`config.mk`:
```
export PLATFORM = sky130hd
export DESIGN_NAME = pads_table_arbiter
export DESIGN_NICKNAME = d
export VERILOG_FILES = /design/src/rtl/pads_table_arbiter.sv
export SDC_FILE = /design/constraint.sdc
export NUM_CORES = 1
export LEC_CHECK = 0
export ABC_CLOCK_PERIOD_IN_PS = 2400
export CORE_MARGIN = 2
export CORE_UTILIZATION = 55
export CTS_BUF_LIST = sky130_fd_sc_hd__clkbuf_8
export CTS_CLUSTER_DIAMETER = 100
export DETAILED_ROUTE_END_ITERATION = 10
export MAX_ROUTING_LAYER = met4
export PLACE_DENSITY = 0.79
export SKIP_CTS_REPAIR_TIMING = 1
export SLEW_MARGIN = 15
export SYNTH_ARGS = -nofsm -noshare
export SYNTH_HDL_FRONTEND = slang
export SYNTH_SLANG_ARGS = --single-unit
export TNS_END_PERCENT = 100
```
`constraint.sdc`:
```
create_clock -name clk -period 2.4 [get_ports clk]
set_input_delay 0.72 -clock clk [delete_from_list [all_inputs] [get_ports clk]]
set_output_delay 0.72 -clock clk [all_outputs]
set_load 0.03 [all_outputs]
```
`src/rtl/pads_table_arbiter.sv`:
```
// ---------------------------------------------------------------------------
// pads_table_arbiter
//
// Shares one DEPTH-entry table between NREQ requesters. Each cycle at most
// one request is granted. The granted access is performed on that clock
// edge, and its response is presented on the next cycle.
//
// Handshakes (valid/ready):
//   A transfer happens on a rising clk edge where valid and ready are both 1.
//   - Request side: the requester holds req_valid[r] and its fields stable
//     until req_ready[r] is seen. It may also drop req_valid[r] before that.
//     req_ready is combinational, has at most one bit set, and is 0 while
//     rst_n is 0.
//   - Response side: the rsp_* outputs stay stable while rsp_valid=1 and
//     rsp_ready=0. If a response is accepted, a new grant can be made on the
//     same edge.
//
// Ports:
//   clk, rst_n          clock, synchronous active-low reset
//   req_valid/req_ready per-requester request handshake
//   req_write           1=write, 0=read
//   req_idx             requester r index at [r*IW +: IW]
//   req_wdata           requester r write data at [r*DW +: DW]
//   rsp_valid/rsp_ready response handshake
//   rsp_id              requester that owns the response
//   rsp_rdata           entry value before the access (0 on error)
//   rsp_err             index >= DEPTH; the access was suppressed
//
// Configuration macro:
//   PADS_ARB_FIXED_PRIO_EN  fixed priority: the lowest requester index wins.
//                           When it is undefined, arbitration is round-robin.
// ---------------------------------------------------------------------------
module pads_table_arbiter #(
  parameter int NREQ  = 2,
  parameter int DEPTH = 8,
  parameter int DW    = 32,
  localparam int IW   = $clog2(DEPTH),
  localparam int RW   = $clog2(NREQ)
) (
  input  logic               clk,
  input  logic               rst_n,
  input  logic [NREQ-1:0]    req_valid,
  output logic [NREQ-1:0]    req_ready,
  input  logic [NREQ-1:0]    req_write,
  input  logic [NREQ*IW-1:0] req_idx,
  input  logic [NREQ*DW-1:0] req_wdata,
  output logic               rsp_valid,
  input  logic               rsp_ready,
  output logic [RW-1:0]      rsp_id,
  output logic [DW-1:0]      rsp_rdata,
  output logic               rsp_err
);

  typedef enum logic {S_IDLE, S_RESP} state_t;

  localparam logic [IW:0] DEPTH_L = (IW+1)'(DEPTH);

  state_t          state_q, state_d;
  logic [DW-1:0]   table_q [DEPTH];
  logic [DW-1:0]   table_d [DEPTH];
  logic [RW-1:0]   rsp_id_q, rsp_id_d;
  logic [DW-1:0]   rsp_rdata_q, rsp_rdata_d;
  logic            rsp_err_q, rsp_err_d;
`ifndef PADS_ARB_FIXED_PRIO_EN
  localparam logic [RW-1:0] LAST_ID = RW'(NREQ-1);
  logic [RW-1:0]   ptr_q, ptr_d;
`endif

  logic            gnt_found;
  logic [RW-1:0]   gnt_id;
  logic            can_accept;
  logic            grant;
  logic            sel_write;
  logic [IW-1:0]   sel_idx;
  logic [DW-1:0]   sel_wdata;
  logic            idx_ok;
  logic [DW-1:0]   rd_val;

  // Arbitration: choose the winning requester from req_valid only.
  always_comb begin
    gnt_found = 1'b0;
    gnt_id    = '0;
`ifdef PADS_ARB_FIXED_PRIO_EN
    for (int i = 0; i < NREQ; i++) begin
      if (!gnt_found && req_valid[i]) begin
        gnt_found = 1'b1;
        gnt_id    = RW'(i);
      end
    end
`else
    // Cyclic search starting after ptr_q. The first pass covers ids above
    // the pointer. The second pass wraps around to ids 0..ptr_q.
    for (int i = 0; i < NREQ; i++) begin
      if (!gnt_found && req_valid[i] && (RW'(i) > ptr_q)) begin
        gnt_found = 1'b1;
        gnt_id    = RW'(i);
      end
    end
    for (int i = 0; i < NREQ; i++) begin
      if (!gnt_found && req_valid[i] && (RW'(i) <= ptr_q)) begin
        gnt_found = 1'b1;
        gnt_id    = RW'(i);
      end
    end
`endif
  end

  // A new grant is allowed when no response is held, or when the held
  // response is accepted on this same edge.
  assign can_accept = (state_q == S_IDLE) || rsp_ready;
  assign grant      = rst_n && can_accept && gnt_found;

  always_comb begin
    req_ready = '0;
    if (grant) req_ready[gnt_id] = 1'b1;
  end

  // Mux the winning requester's fields.
  always_comb begin
    sel_write = 1'b0;
    sel_idx   = '0;
    sel_wdata = '0;
    for (int i = 0; i < NREQ; i++) begin
      if (RW'(i) == gnt_id) begin
        sel_write = req_write[i];
        sel_idx   = req_idx[i*IW +: IW];
        sel_wdata = req_wdata[i*DW +: DW];
      end
    end
  end

  assign idx_ok = ({1'b0, sel_idx} < DEPTH_L);
  assign rd_val = idx_ok ? table_q[sel_idx] : '0;

  // Next-state and table update.
  always_comb begin
    state_d     = state_q;
    rsp_id_d    = rsp_id_q;
    rsp_rdata_d = rsp_rdata_q;
    rsp_err_d   = rsp_err_q;
    table_d     = table_q;
`ifndef PADS_ARB_FIXED_PRIO_EN
    ptr_d       = ptr_q;
`endif
    if (grant) begin
      state_d     = S_RESP;
      rsp_id_d    = gnt_id;
      rsp_rdata_d = rd_val;
      rsp_err_d   = !idx_ok;
`ifndef PADS_ARB_FIXED_PRIO_EN
      ptr_d       = gnt_id;
`endif
      if (sel_write && idx_ok) table_d[sel_idx] = sel_wdata;
    end else if ((state_q == S_RESP) && rsp_ready) begin
      state_d = S_IDLE;
    end
  end

  always_ff @(posedge clk) begin
    if (!rst_n) begin
      state_q     <= S_IDLE;
      rsp_id_q    <= '0;
      rsp_rdata_q <= '0;
      rsp_err_q   <= 1'b0;
`ifndef PADS_ARB_FIXED_PRIO_EN
      ptr_q       <= LAST_ID;
`endif
      for (int i = 0; i < DEPTH; i++) table_q[i] <= '0;
    end else begin
      state_q     <= state_d;
      rsp_id_q    <= rsp_id_d;
      rsp_rdata_q <= rsp_rdata_d;
      rsp_err_q   <= rsp_err_d;
`ifndef PADS_ARB_FIXED_PRIO_EN
      ptr_q       <= ptr_d;
`endif
      table_q     <= table_d;
    end
  end

  assign rsp_valid = (state_q == S_RESP);
  assign rsp_id    = rsp_id_q;
  assign rsp_rdata = rsp_rdata_q;
  assign rsp_err   = rsp_err_q;

endmodule

```
Yosys cells after proc, flatten, opt, wreduce, memory -nomap -nowiden. Index checks and enable logic that the tools add are counted.

Bits in registers: 291. Input port bits: 77. Word-level logic and storage cells: 61.

Order comparisons: 8. Multiplexer cells: 21. Bitwise operators: 2. Reductions and logical operators: 18.

Operators with widths (count): $bwmux W256 (1); $mux W32 (4); $bmux W32 S3 (1); $demux W32 S3 (1); $logic_and A1 B1 Y1 (12); $mux W1 (11); $ge A4 B4 Y1 const B (1); $lt A4 B1 Y1 const B (1); $not A3 Y4 (1); $logic_not A1 Y1 (3); $mux W3 (1); $gt A1 B1 Y1 const A (2); $le A1 B1 Y1 const A (2); $lt A1 B2 Y1 const B (1); $mux W2 (1); $reduce_and A2 Y1 (1); $reduce_bool A2 Y1 (1); $demux W1 S1 (1); $ge A1 B1 Y1 const B (1); $logic_or A1 B1 Y1 (1); $not A1 Y1 (1).

Depth between registers and ports, before layout. Gate-level depths: netlist of the first run.

Depth after elaboration: 22. Depth in mapped cells: 9. Mapped depth without buffers: 5.

Worst setup path after synthesis of the first run. Ideal clock, no wire load.

Path type: input to output. From: in rsp_ready. To: out req_ready[0]. Arrival: 1.843 ns. Setup slack: -0.163 ns. Stages on the path: 5. Buffers on the path: 2. Cells stage by stage: nand2b_1 > nand3b_1 > buf_1 > clkbuf_1 > nor2_1.

Longest elaborated chain between the ends: 4.

RTL lines: from (decl) (RTL line 48) `input logic rsp_ready,`; $logic_or A1 B1 Y1 (RTL line 110) `assign can_accept = (state_q == S_IDLE) || rsp_ready;`; $logic_and A1 B1 Y1 (2 in series) (RTL line 111) `assign grant = rst_n && can_accept && gnt_found;`; $mux W2 (RTL line 115) `if (grant) req_ready[gnt_id] = 1'b1;`; to (decl) (RTL line 43) `output logic [NREQ-1:0] req_ready,`.

Every way passes these cells.

Worst setup path in the final report of the first run.
From: in req_valid[1]. To: out req_ready[0].

Longest elaborated chain between the ends: 16. Elaborated cells on any way between the ends: 21. Classes of those cells: 2 x order compare; 9 x mux; 10 x reduce/logical.

RTL lines: from (decl) (RTL line 42) `input logic [NREQ-1:0] req_valid,`; $logic_and A1 B1 Y1 (2 in series) (RTL line 94) `if (!gnt_found && req_valid[i] && (RW'(i) > ptr_q)) begin`; $mux W1 (RTL line 94); $logic_not A1 Y1 (RTL line 100) `if (!gnt_found && req_valid[i] && (RW'(i) <= ptr_q)) begin`; $logic_and A1 B1 Y1 (2 in series) (RTL line 100); $mux W1 (RTL line 100); $logic_not A1 Y1 (RTL line 100); $logic_and A1 B1 Y1 (2 in series) (RTL line 100); $mux W1 (RTL line 100); $lt A1 B2 Y1 (implied by the code) or $ge A1 B1 Y1 (tied branches) (RTL line 115); $logic_and A1 B1 Y1 (implied by the code) (RTL line 115); $mux W1 (implied by the code) (RTL line 115); $demux W1 S1 (RTL line 115); $mux W2 (*) (RTL line 115).

Every way passes the cells marked *; elsewhere a longest branch is shown, timed or not.

==> parameters.txt, run 1 <==
Parameter                              Value

Setup path
  Max Fanout on Critical Path ... 3
  Startpoint type of the worst setup path ... primary input
  Critical path capture point type ... output pin
  FF-to-FF setup slack ... 0.21 ns
  Worst Reg2Reg Path Length in Cells ... 8
  Worst r2r src ... ptr_q
  Reg-to-Reg End ... rsp_rdata[13]
  Data required time at the worst endpoint ... 1.68 ns
  Type of the setup path with the least slack ... in -> out
  Worst path arrival time ... 1.64 ns

STA
  Max Slew Vio Count ... 0
  Skew final ... 0.0207 ns
  Highest Clock Rate ... 0.423 GHz
  Period minus WS final ... 2.36 ns
  Headroom to the max-slew limit ... 47.6%
  Final-layout setup total negative slack ... 0 ns
  Hold WS ... 0.496 ns
  Final hold violation count ... 0
  Final worst slack ... 0.0377 ns
  Total setup violations reported at the end of the flow ... 0
  Slew at the pin closest to its max-slew limit ... 0.785 ns
  Final clock period utilization by the worst path ... 98.4%

Cells and area
  Fraction of layout instances using a drive strength above 1 ... 15.1%
  Area added between synthesis and finish ... 21.5%
  Number of nets at the end of the flow ... 1,716
  Filler instances ... 2,061
  Inserted Diodes ... 0

Clock network
  TritonCTS clock tree ... done
  Number of CTS-inserted buffers ... 49
  Maximum level of the CTS H-tree ... 2
  Buffer levels on the longest clock path ... 3
  Num Clock Sinks ... 291
  Clock insertion delay at the later pin of the skew report ... 0.57 ns
  Clock Tree Root ... sky130_fd_sc_hd__clkbuf_8
  Clock transition at the register clock pins on the worst setup and hold paths after CTS ... 0.06 ns

Global route
  Total global routing track utilization ... 32.1%
  Met3 demand-to-capacity share in global routing ... 5.69%
  Maximum number of pins on one net before global-route repair ... 163
  Met2 usage ... 52.9%
  First-pass GRT wire length ... 72,000 um
  Number of antenna violations at the first check in global routing ... 0
  Number of global-route vias before repair ... 13,500
  GRT overflow ... 0
  Gr busiest metal ... met2
  Met1 track demand over resource in global routing ... 39.2%

Placement
  Port-buffer cells ... 112
  Setup WS pre-CTS ... -0.610 ns
  Final weighted congestion in routability-driven placement ... 0.825
  Detailed placement HPWL ... 27,500 um

Hold path
  Worst hold path type ... reg -> reg
  Number of cells on the worst hold path ... 1
  Startpoint of the lowest-slack hold path ... table_q[12]
  End of the worst hold path ... table_q[12]

Pwr
  PD cells ... 655 nW/um^2
  Leakage Power ... 9.86 nW
  Largest vdd supply drop ... 0.517 mV

Drt
  Drt drc ... 0
  Total length of routed wires ... 45,500 um
  Overall via count from detail_route ... 13,900
  Average vias per placed instance ... 6.90
  1st-iter DRT viols ... 1,790
  Length of the first detailed-routing pass in iterations ... 5
  Final ANT Viol Nets ... 0
  Post-DR wirelength/cell ... 22.5 um

Flow run
  Total of max-cap violations ... 0

Floorplan
  Die Footprint ... 28,300 um^2
  Floorplan row count ... 60
  DIE WIDTH ... 168 um
  Initial cell density of the core ... 55.5%
  Placeable core area ... 26,700 um^2
  Die H ... 168 um
  I/O pin cnt ... 114

Synth
  Average size of a mapped cell ... 9.73 um^2
  Number of instances in the synthesized netlist ... 1,525
  Syn nets ... 1,602
  Register area share after synthesis ... 39.3%
  Register bit total from synthesis ... 291
  Synth warnings ... 0
  Cell area after synthesis ... 14,800 um^2
  Distinct cells, synth ... 37

Outcome
  Outcome ... finished clean
## worst max-delay path, cell delays in order
cell and delay [ns]:
sky130_fd_sc_hd__dlymetal6s2s_1 0.14, sky130_fd_sc_hd__buf_4 0.14, sky130_fd_sc_hd__nor2_2 0.13, sky130_fd_sc_hd__nand3b_1 0.19, sky130_fd_sc_hd__buf_6 0.15, sky130_fd_sc_hd__nor2_4 0.04
sky130_fd_sc_hd__buf_6 0.13
## cells in the mapped netlist (all sizes together)
library cell	n	area, um^2
a2111oi	59	517
a211oi	6	45.0
a21bo	1	10.0
a21boi	2	18.8
a21oi	67	335
a221oi	2	17.5
a31oi	91	569
a32oi	1	8.76
and2	8	50.1
and3b	1	8.76
buf	115	729
clkbuf	83	312
conb	1	3.75
dfxtp	291	5830
mux2	8	101
mux2i	159	1630
nand2	5	18.8
nand2b	1	6.26
nand3	258	1290
nand3b	1	7.51
nand4	1	6.26
nor2	7	38.8
nor2b	66	413
nor3	4	40.0
nor4	2	12.5
o211a	256	2560
o22a	29	254
## metrics by stage
step                      total power, mW  cells  instance area, um^2  utilization (%)
after floorplan                      6.37   1525                14800                -
after global placement               7.22   1921                16900             63.1
after detailed placement             7.27   1921                16900             63.1
after CTS                            11.8   2010                17900             66.9
after global routing                 12.2   2018                18000             67.4
final                                11.8   2018                18000             67.4
## cells in the final DEF (no fill, tap or decap), drive strengths merged, types with 9 or more instances in the layout
cell type / netlist / final
clkdlybuf4s50: 0 / 96
nand3: 258 / 258
dfxtp: 291 / 291
a2111oi: 59 / 59
dlymetal6s2s: 0 / 9
o22a: 29 / 29
mux2i: 159 / 159
inv: 0 / 16
o211a: 256 / 256
a21oi: 67 / 67
nor2b: 66 / 66
clkbuf: 83 / 70
buf: 115 / 155
a31oi: 91 / 91
## how the worst max path moves through the flow
stage	start	end	slack [ns]	cells after the start
floorplan	rsp_ready	req_ready[0]	-0.13	5
global placement	req_valid[0]	table_q[82]	-0.61	8
detailed placement	req_valid[0]	table_q[169]	-0.61	8
CTS	req_valid[0]	req_ready[1]	-0.56	6
global route	req_valid[1]	req_ready[0]	-0.03	7
finish	req_valid[1]	req_ready[0]	0.04	7
## final cells by class
cell class              instances  area [um^2]  area share, %
repair buffers                261         2680           14.9
clock inverters                20         82.6          0.458
flip-flops and latches        291         5830           32.3
multi-input cells            1036         8060           44.7
well taps                     341          427           2.37
clock buffers                  69          950           5.27
## cell families (layout without fill, tap and decap cells)
kind of cell	after synthesis	in the layout	synth area share (%)
AOI/OAI and AO/OA	514	514	29.2
other	1	1	0.0253
and+or+nand+nor	354	354	12.8
DFF	291	291	39.3
muxes	167	167	11.7
buffers and inverters	198	350	7.02
## state kept, by name (all words and copies together), names as in the netlist
signal	count
table_q	256
ptr_q	1
rsp_id	1
rsp_rdata	32
rsp_valid	1
## routing by layer
layer / part of all wire [%] / vias to the layer above
met2: 48 / 771
met3: 9.0 / 120
met5: 0 / -
li1: - / 6171
met4: 3.0 / 0
met1: 40 / 6872
## power breakdown
group | switching, mW | internal (mW)
combinational | 1.26 | 0.875
clock | 2.03 | 2.53
sequential | 0.109 | 5.00
Power figures use the tool's default switching activity.
==> run 2, diff against run 1 <==
Settings changed: ABC_AREA from default to 1.
==> run 2 against run 1 <==
Area after synthesis fell by 6.1%. Non-clock buffer count fell by 47. Maximum frequency is 0.30% lower. Register-to-register slack gained 0.18 ns. Setup slack worse by 0.0072 ns. Final cell count is 33% higher. Die area down 6.0%. Worst hold slack got worse by 0.017 ns. First-iteration DRC count shrank 29%. Sequential power about the same. Cell area shrank 5.0%. Via count down 1.6%. Critical path type is now reg -> out.
==> parameters.txt, run 2 <==
Parameter                              Value

Outcome
  Outcome ... finished clean

Clock network
  Clock insertion delay at the later pin of the skew report ... 0.57 ns
  TritonCTS clock tree ... done
  Clock Tree Root ... sky130_fd_sc_hd__clkbuf_8
  Buffer levels on the longest clock path ... 3
  Number of CTS-inserted buffers ... 48
  Num Clock Sinks ... 291
  Clock transition at the register clock pins on the worst setup and hold paths after CTS ... 0.06 ns
  Maximum level of the CTS H-tree ... 2

Setup path
  Critical path capture point type ... output pin
  Worst path arrival time ... 1.65 ns
  Cells along the critical path ... clkdlybuf4s50_1
  Type of the setup path with the least slack ... reg -> out
  Worst path max stage delay ... 0.69 ns
  Startpoint type of the worst setup path ... flop
  Buffer and inverter count on the worst path ... 1
  Data required time at the worst endpoint ... 1.68 ns
  Largest delay share family, worst path ... buffers and inverters
  Slowest CP cell ... sky130_fd_sc_hd__clkdlybuf4s50_1
  Max Fanout on Critical Path ... 2

Floorplan
  DIE WIDTH ... 163 um
  Die H ... 163 um
  Initial cell density of the core ... 55.6%
  I/O pin cnt ... 114
  Placeable core area ... 25,000 um^2
  Die Footprint ... 26,600 um^2
  Floorplan row count ... 58

STA
  Slew at the pin closest to its max-slew limit ... 1.12 ns
  Max Slew Vio Count ... 0
  Period minus WS final ... 2.37 ns
  Setup repair after global routing missed its margin ... no
  Headroom to the max-slew limit ... 25.7%
  Highest Clock Rate ... 0.422 GHz
  Final hold violation count ... 0
  Hold WS ... 0.479 ns
  Final-layout setup total negative slack ... 0 ns
  Total setup violations reported at the end of the flow ... 0
  Skew final ... 0.0244 ns
  Final clock period utilization by the worst path ... 98.7%
  Final worst slack ... 0.0305 ns

Global route
  Number of global-route vias before repair ... 12,900
  Met2 usage ... 51.9%
  Maximum number of pins on one net before global-route repair ... 291
  Met1 track demand over resource in global routing ... 37.1%
  Met3 demand-to-capacity share in global routing ... 4.47%
  Gr busiest metal ... met2
  Total global routing track utilization ... 30.7%
  First-pass GRT wire length ... 63,600 um
  Number of antenna violations at the first check in global routing ... 0
  GRT overflow ... 0

Synth
  Area fraction of the dominant cell type after synthesis ... 41.8%
  Most area-consuming cells after synthesis ... sky130_fd_sc_hd__dfxtp_1 42%, sky130_fd_sc_hd__nor2_1 16%, sky130_fd_sc_hd__nand2_1 11%
  Syn nets ... 2,263
  Register bit total from synthesis ... 291
  Most frequent cells after synthesis ... 611 x sky130_fd_sc_hd__nor2_1, 424 x sky130_fd_sc_hd__nand2_1, 291 x sky130_fd_sc_hd__dfxtp_1
  Cell area after synthesis ... 13,900 um^2
  Cell type contributing the most total cell area after synthesis ... sky130_fd_sc_hd__dfxtp_1
  Average size of a mapped cell ... 6.37 um^2
  Most repeated cell in the gate-level netlist after synthesis ... sky130_fd_sc_hd__nor2_1
  Synth Flop Type ... sky130_fd_sc_hd__dfxtp_1
  Fraction of registers with async set or reset after synthesis ... 0%
  Synth warnings ... 0
  Distinct cells, synth ... 22
  Register area share after synthesis ... 41.8%
  Number of enable-type register cells in the synthesized netlist ... 0
  Number of instances in the synthesized netlist ... 2,186

Flow run
  Total of max-cap violations ... 0

Cells and area
  Final Cell Area ... 17,100 um^2
  Area added between synthesis and finish ... 22.8%
  Register bank with the most flops ... table_q
  Max reg flops ... 256
  Commonest cells after routing, fill and taps aside ... 609 x sky130_fd_sc_hd__nor2_1, 421 x sky130_fd_sc_hd__nand2_1, 291 x sky130_fd_sc_hd__dfxtp_1
  Final Non-Filler Cells ... 2,681
  Inserted Diodes ... 0
  Fraction of layout instances using a drive strength above 1 ... 8.93%
  Final cell utilization of the core ... 68.4%
  Number of nets at the end of the flow ... 2,391
  Most common library cell in the layout ignoring fill and taps ... sky130_fd_sc_hd__nor2_1
  Filler instances ... 2,122

Pwr
  PD cells ... 689 nW/um^2
  Largest vdd supply drop ... 0.392 mV
  Leakage Power ... 7.29 nW
  Total design power ... 11.8 mW

Placement
  Placed Area ... 16,100 um^2
  Number of cells in the design after placement ... 2,590
  Setup WS pre-CTS ... -0.348 ns
  Final weighted congestion in routability-driven placement ... 0.885
  Port-buffer cells ... 112
  Detailed placement HPWL ... 24,900 um

Drt
  Final ANT Viol Nets ... 0
  Total length of routed wires ... 39,600 um
  Length of the first detailed-routing pass in iterations ... 6
  Drt drc ... 0
  Average vias per placed instance ... 5.11
  Post-DR wirelength/cell ... 14.8 um
  1st-iter DRT viols ... 1,262
  Overall via count from detail_route ... 13,700

Hold path
  Worst hold path type ... reg -> reg
## run 2: cell types whose count changed in the layout (fill, tap and decap cells not counted), sizes merged, moves of 29 or more
cell,change
nor2,+610
nand2,+430
o21ai,+290
inv,+277
o211a,-256
mux2i,-159
nand3,-126
a31oi,-91
nor2b,-66
a21oi,-65
a2111oi,-59
buf,-50
o22a,-29
## run 2: where the power goes
| part | switching [mW] | internal, mW |
|---|---|---|
| Sequential | 0.0970 | 5.01 |
| Clock | 2.01 | 2.46 |
| Combinational | 1.35 | 0.865 |
## run 2: cell type report
class | count | area [um^2] | area share (%)
multi-input cells | 1487 | 6450 | 37.7
repair buffers | 214 | 2420 | 14.1
clock inverters | 27 | 160 | 0.936
well taps | 330 | 413 | 2.41
flip-flops and latches | 291 | 5830 | 34.0
clock buffers | 60 | 826 | 4.83
inverters | 272 | 1030 | 6.00
## run 2: path summary, 6_finish.rpt
path,startpoint,slack [ns],depth (start not counted),end
setup / recovery,rsp_rdata[28],0.03,1,rsp_rdata[28]
hold / removal,table_q[212],0.48,2,table_q[212]
setup reg to reg,ptr_q,0.39,11,rsp_rdata[19]
hold reg to reg,table_q[212],0.48,2,table_q[212]
## run 2: kinds of logic (layout without fill, tap and decap cells)
kind of cell / after synthesis / count (layout) / synth area share (%)
other: 1 / 1 / 0.0269
buffers and inverters: 408 / 573 / 12.2
and+or+nand+nor: 1194 / 1194 / 35.4
DFF: 291 / 291 / 41.8
AOI/OAI and AO/OA: 292 / 292 / 10.5
## run 2: metal layers
metal,vias to the layer above,wire (um)
met5,-,0
met4,0,1150
met3,99,2700
met2,477,19300
met1,6215,16500
li1,6918,-
